[src/rtl/jk_cmd_arbiter.sv]
// Shared bank of NFF JK state bits; NREQ requesters post commands arbitrated round-robin.
// Latency: gnt registered one cycle after req is sampled in IDLE; q updates at the edge ending APPLY.
// Backpressure: requesters hold req/cmd/idx until gnt; one command per 2 cycles. Macro JKARB_FIXED_PRIO_EN selects fixed priority.
module jk_cmd_arbiter #(
  parameter int NREQ = 4,
  parameter int NFF  = 6,
  parameter int IDXW = 3
) (
  input  logic                 clk,
  input  logic                 reset,
  input  logic [NREQ-1:0]      req,
  input  logic [2*NREQ-1:0]    cmd,
  input  logic [IDXW*NREQ-1:0] idx,
  output logic [NREQ-1:0]      gnt,
  output logic                 busy,
  output logic                 err,
  output logic [NFF-1:0]       q,
  output logic [NFF-1:0]       qbar
);

  localparam int PW = (NREQ > 1) ? $clog2(NREQ) : 1;

  typedef enum logic {IDLE, APPLY} state_t;

  state_t          state, state_nxt;
  logic [PW-1:0]   win;
  logic            win_vld;
  logic [NREQ-1:0] win_oh;
  logic [1:0]      cmd_w;
  logic [IDXW-1:0] idx_w;
  logic [1:0]      cmd_l;
  logic [IDXW-1:0] idx_l;
  logic            idx_ok;
  logic [NFF-1:0]  q_nxt;

`ifdef JKARB_FIXED_PRIO_EN
  // Fixed priority: lowest-index active request wins (scan high to low, last hit kept).
  always_comb begin
    win     = '0;
    win_vld = 1'b0;
    for (int i = NREQ - 1; i >= 0; i--) begin
      if (req[i]) begin
        win     = PW'(i);
        win_vld = 1'b1;
      end
    end
  end
`else
  logic [PW-1:0] ptr;
  logic [PW-1:0] cand;

  // Round-robin search starting at ptr; first active request in circular order wins.
  always_comb begin
    win     = '0;
    win_vld = 1'b0;
    cand    = '0;
    for (int k = 0; k < NREQ; k++) begin
      cand = PW'((int'(ptr) + k) % NREQ);
      if (!win_vld && req[cand]) begin
        win     = cand;
        win_vld = 1'b1;
      end
    end
  end

  // Pointer moves just past the winner on each grant; untouched otherwise.
  always_ff @(posedge clk or negedge reset) begin
    if (!reset) begin
      ptr <= '0;
    end else if (state == IDLE && win_vld) begin
      ptr <= PW'((int'(win) + 1) % NREQ);
    end
  end
`endif

  // Decode winner into a one-hot grant and pick out its command and index fields.
  always_comb begin
    win_oh = '0;
    cmd_w  = '0;
    idx_w  = '0;
    for (int i = 0; i < NREQ; i++) begin
      if (win_vld && win == PW'(i)) begin
        win_oh[i] = 1'b1;
        cmd_w     = cmd[2*i +: 2];
        idx_w     = idx[IDXW*i +: IDXW];
      end
    end
  end

  // FSM state register.
  always_ff @(posedge clk or negedge reset) begin
    if (!reset) begin
      state <= IDLE;
    end else begin
      state <= state_nxt;
    end
  end

  // Next state: arbitrate only in IDLE; APPLY always lasts exactly one cycle.
  always_comb begin
    state_nxt = state;
    case (state)
      IDLE:    if (win_vld) state_nxt = APPLY;
      APPLY:   state_nxt = IDLE;
      default: state_nxt = IDLE;
    endcase
  end

  // JK update of the addressed bit; an out-of-range index matches no bit and leaves q alone.
  always_comb begin
    q_nxt = q;
    for (int i = 0; i < NFF; i++) begin
      if (idx_l == IDXW'(i)) begin
        case (cmd_l)
          2'b01:   q_nxt[i] = 1'b0;
          2'b10:   q_nxt[i] = 1'b1;
          2'b11:   q_nxt[i] = ~q[i];
          default: q_nxt[i] = q[i];
        endcase
      end
    end
  end

  // Grant pulse and command capture at the arbitration edge; bank update at the APPLY edge.
  always_ff @(posedge clk or negedge reset) begin
    if (!reset) begin
      gnt   <= '0;
      cmd_l <= '0;
      idx_l <= '0;
      q     <= '0;
    end else begin
      gnt <= '0;
      if (state == IDLE && win_vld) begin
        gnt   <= win_oh;
        cmd_l <= cmd_w;
        idx_l <= idx_w;
      end
      if (state == APPLY) begin
        q <= q_nxt;
      end
    end
  end

  assign idx_ok = (int'(idx_l) < NFF);
  assign busy   = (state == APPLY);
  assign err    = busy && !idx_ok;
  assign qbar   = ~q;

endmodule

[config.mk]
export PLATFORM = sky130hd
export DESIGN_NAME = jk_cmd_arbiter
export DESIGN_NICKNAME = d
export VERILOG_FILES = /design/src/rtl/jk_cmd_arbiter.sv
export SDC_FILE = /design/constraint.sdc
export NUM_CORES = 1
export LEC_CHECK = 0
export CAP_MARGIN = 30
export CORE_UTILIZATION = 44
export CTS_BUF_LIST = sky130_fd_sc_hd__clkbuf_4
export CTS_CLUSTER_DIAMETER = 120
export DETAILED_ROUTE_END_ITERATION = 8
export PLACE_DENSITY = 0.82
export SYNTH_ARGS = -nofsm -noshare
export SYNTH_HDL_FRONTEND = slang
export SYNTH_SLANG_ARGS = --single-unit
[constraint.sdc]
create_clock -name clk -period 2.5 [get_ports clk]
set_input_delay 0.375 -clock clk [delete_from_list [all_inputs] [get_ports clk]]
set_output_delay 0.375 -clock clk [all_outputs]
set_load 0.02 [all_outputs]
Yosys cells after proc, flatten, opt, wreduce, memory -nomap -nowiden:

Index checks and enable logic that the tools add are counted.

* logic and storage cells: 98
* flip-flop bits (word level): 18
* input port bits: 26

* magnitude comparators: 5
* mux-type cells: 37
* bitwise gates (word level): 8
* equal/unequal tests: 11
* add/sub/neg operators: 4
* reduce and logical (&&, ||, !) cells: 22

Operator list (count)
* $pmux W1 S3: 6
* $reduce_and A3 Y1: 6
* $mux W2: 8
* $mux W1: 13
* $lt A2 B3 Y1 const B: 4
* $mux W3: 4
* $logic_and A1 B1 Y1: 9
* $bmux W1 S2: 4
* $eq A2 B2 Y1 const B: 4
* $not A1 Y1: 7
* $eq A3 B2 Y1 const B: 2
* $eq A3 B3 Y1 const B: 2
* $not A6 Y6: 1
* $add A2 B1 Y2 const B: 2
* $add A2 B2 Y2 const B: 2
* $eq A2 B1 Y1 const B: 2
* $logic_not A1 Y1: 4
* $mux W4: 1
* $eq A3 B1 Y1 const B: 1
* $logic_not A3 Y1: 1
* $lt A3 B3 Y1 const B: 1
* $reduce_bool A3 Y1: 1
* $logic_not A2 Y1: 1
* $pmux W1 S2: 1

Logic depth before layout (Yosys ltp):

* word-level depth: 18
* depth in mapped cells: 8

Worst setup path before layout:

Ideal clock, no wire load.

* kind: register to register
* start point: register ptr[1]
* end point: register cmd_l[0]
* data arrival time: 1785 ps
* cell stages (with the launch flop): 9
* buffers on the path: 1
* data required time: 2418 ps
* slack: 633 ps
* cells stage by stage: dfrtp_1 > nand2b_1 > a21o_1 > and3_1 > ha_1 > buf_2 > nand3b_1 > a221o_1 > a31oi_1

* cells in the longest elaborated chain, start to end: 18
* elaborated cells on any way between the ends: 38
* classes of those cells: add/sub (3); eq/ne (3); mux (20); reduce/logical (12)

RTL lines
* start: declaration: line 49 `logic [PW-1:0] ptr;`
* start signal: assignment: line 71 `ptr <= PW'((int'(win) + 1) % NREQ);`
* branches (longest 18 deep; another with $add A2 B1 Y2)
* end signal: assignment: line 135 `cmd_l <= cmd_w;`
* end: declaration: line 31 `logic [1:0] cmd_l;`

Several ways; the timed one is not identified. The select of a mux whose other input is x is not followed.
A chain may end at the register's enable or synchronous reset.

Worst setup path in the final report:

* start point: input req[1]
* end point: register cmd_l[0]

* cells in the longest elaborated chain, start to end: 18
* elaborated cells on any way between the ends: 35
* classes of those cells: eq/ne (3); mux (20); reduce/logical (12)

RTL lines
* start: declaration: line 11 `input logic [NREQ-1:0] req,`
* $bmux W1 S2: line 59 `if (!win_vld && req[cand]) begin`
* $mux W1 (not written as such): line 59
* $mux W1: line 59
* $logic_not A1 Y1: line 59
* $logic_and A1 B1 Y1: line 59
* $mux W1: line 59
* $logic_not A1 Y1: line 59
* $logic_and A1 B1 Y1: line 59
* $mux W1: line 59
* $logic_not A1 Y1: line 59
* $logic_and A1 B1 Y1: line 59
* $mux W2: line 59
* $logic_not A2 Y1: line 82 `if (win_vld && win == PW'(i)) begin`
* $logic_and A1 B1 Y1: line 82
* $mux W2 (4 in a row): line 82

Parallel ways exist; a longest one is shown, timed or not. The select of a mux whose other input is x is not followed.

==> flow_metrics.env <==
export IMPL_antenna_found_initial=0
export IMPL_cp_arrival_ns=2.43
export IMPL_rsz0062_at_grt="no"
export IMPL_fp_dieH_um=51.3
export IMPL_seqPwrFrac=0.345
export IMPL_synth_warning_count=0
export IMPL_power_mw=1.62
export IMPL_drive_gt1_frac=0.0641
export IMPL_setup_viol=0
export IMPL_root_buffer="clkbuf_4"
export IMPL_pwr_share_clk=0.088
export IMPL_fin_ws_ns=0.281
export IMPL_syn_area_per_cell_um2=9.55
export IMPL_place_congestion=0.737
export IMPL_ir_drop_mv=0.621
export IMPL_gr_total_overflow=0
export IMPL_synthesis_area_um2=1070
export IMPL_path_cells="clkdlybuf4s50_1 -> nor3b_1 -> a211o_1 -> nor2b_1 -> ha_1 -> a21oi_1 -> a221o_1 -> a31oi_1"
export IMPL_synth_top_cell_area_share=0.421
export IMPL_drc_errors=0
export IMPL_dp_slack_ns=0.00336
export IMPL_crit_type="input pin to flop"
export IMPL_setup_tns_ns=0
export IMPL_ys_flop_type="dfrtp_1"
export IMPL_p_per_area_nw_per_um2=1040
export IMPL_dieArea_um2=2630
export IMPL_cts_num_sinks=18
export IMPL_core_area_um2=2250
export IMPL_dr_pass1_iters=4
export IMPL_viasPerCell=5.53
export IMPL_min_delay_path_class="input pin to async pin"
export IMPL_intPower_mw=0.948
export IMPL_ant_nets=0
export IMPL_cp_start_kind="input pin"
export IMPL_hold_viol_final=0
export IMPL_synth_top_cell_by_area="dfrtp_1"
export IMPL_fillerInstances=193
export IMPL_finalMaxSlewViolations=0
export IMPL_power_frac_comb=0.568
export IMPL_cts_hold_buf=0
export IMPL_synthToLayoutAreaGrowth_pct=44.9
export IMPL_grt_usage=0.202
export IMPL_period_minus_slack_ns=2.22
export IMPL_path_clk_slew_ns=0.10
export IMPL_cap_violations=0
export IMPL_synth_distinct_cells=29
export IMPL_period_share=0.888
export IMPL_netSwitchingFraction=0.414
export IMPL_synth_seq_area_share=0.421
export IMPL_holdWs_ns=0.532
export IMPL_htree_levels=1
export IMPL_async_flop_share=1.00
export IMPL_synth_commonest_cells="dfrtp_1, inv_1, a21oi_1"
export IMPL_grt_max_degree=19
export IMPL_synthTopCellsByArea="dfrtp_1, mux2_2, a21oi_1"
export IMPL_fp_dieW_um=51.3
export IMPL_final_nets=187
export IMPL_critPathSlowestCell="clkdlybuf4s50_1"
export IMPL_max_freq_mhz=451
export IMPL_detail_route_wl_per_cell_um=13.1
export IMPL_slowest_delay_ns=0.46
export IMPL_grt_pass1_wl_um=3950
export IMPL_post_cts_buffers=0
export IMPL_yosysMostFrequentCell="dfrtp_1"
export IMPL_place_port_buffers=43
export IMPL_critPathRequiredTime_ns=2.71
export IMPL_relSlewSlack=0.482
export IMPL_multi_input_area_um2=552
export IMPL_initial_core_util=0.474
export IMPL_rr_worst_depth=7
export IMPL_drt_iter0_drc=12
export IMPL_insertion_delay_ns=0.29
export IMPL_tightest_slew_ns=0.774
export IMPL_fin_skew_ns=0.00614
export IMPL_outcome="finished, final reports clean"
export IMPL_p_leak_nw=0.668
export IMPL_path_max_fanout=11
export IMPL_std_cell_rows=17
export IMPL_critPathCaptureType="flop"
export IMPL_vias=1018
export IMPL_cts_tree="done"
export IMPL_wirelength_um=2420
export IMPL_grt_pass1_vias=947
export IMPL_final_seq_area_um2=450
export IMPL_synthCells=112
export IMPL_hpwl_um=1890
export IMPL_ys_ff_latch=18
export IMPL_cts_resized=0
export IMPL_netSwitchingPower_mw=0.669
export IMPL_clockBufferDepth=2
export IMPL_ios=44
export IMPL_antenna_cells=0
export IMPL_cts_buffers=3
export IMPL_syn_nets=142
export IMPL_synth_edf_count=0
## final cells by class
class                      instances  share of cell area
clock buffer                       3              0.0145
clock inverter                     1             0.00242
inverter                          13              0.0315
multi-input combinational         77               0.356
sequential                        18               0.291
tap                               28              0.0226
timing repair buffer              44               0.282
## sequential cells by signal, summed over array words and instances (netlist names)
signal  count
q           6
gnt         4
cmd_l       2
busy        1
idx_l       3
ptr         2
## worst max-delay path, delay by kind of cell
| family | cells | cell delay, ns |
|---|---|---|
| AOI/OAI and AO/OA | 4 | 0.73 |
| buffers and inverters | 1 | 0.46 |
| and+or+nand+nor | 2 | 0.43 |
| adders and majority gates | 1 | 0.43 |
## power by group through the flow
stage	Combinational, mW	Sequential [mW]	Clock (mW)
after floorplan	0.494	0.609	0
after global placement	0.898	0.554	0
after detailed placement	0.921	0.563	0
after CTS	0.922	0.557	0.146
after global routing	0.988	0.581	0.159
final	0.918	0.557	0.142
## metrics by stage
step	utilization	instance area, um^2	cells
CTS	0.688	1550	184
floorplan	-	1070	112
detailed placement	0.676	1520	180
global route	0.688	1550	184
global placement	0.676	1520	180
finish	0.688	1550	184
## cells in the final DEF (no fill, tap or decap), drive strengths merged, types with 2 or more instances in the layout
cell type and n:
nor4b 2, nor4 2, nor2 3, nand3b 6
clkinv 2, a41oi 3, a221o 5, inv 12
and3 6, nand2 6, mux2 5, ha 4
nand2b 3, dfrtp 18, a21boi 4, a31oi 7
a21oi 12, clkbuf 3, clkdlybuf4s50 43
## worst paths after layout
kind                        start        to  slack (ns)
setup / recovery           req[1]  cmd_l[0]        0.28
hold / removal              reset      q[2]        0.53
setup reg to reg           ptr[1]  cmd_l[0]        0.39
hold reg to reg              q[2]      q[2]        0.55
max in group asynchronous   reset      q[0]        1.48
min in group clk             q[2]      q[2]        0.55
## logic make-up after synthesis
group / after synthesis / synth area share
fa+ha+maj: 4 / 0.0468
compound gates: 34 / 0.220
mux: 6 / 0.0620
simple gates: 33 / 0.187
buf+inv: 17 / 0.0631
flops: 18 / 0.421
## routing by layer
metal  share of wire  vias to the layer above  track usage  routed length (um)
met2            0.49                       32        0.360                1180
li1                -                      502            -                   -
met5               0                        -            0                   0
met3           0.035                        2       0.0119                  84
met4           0.011                        0        0.108                  27
met1            0.47                      482        0.242                1130
No activity file was read; power rests on OpenSTA's default activity.
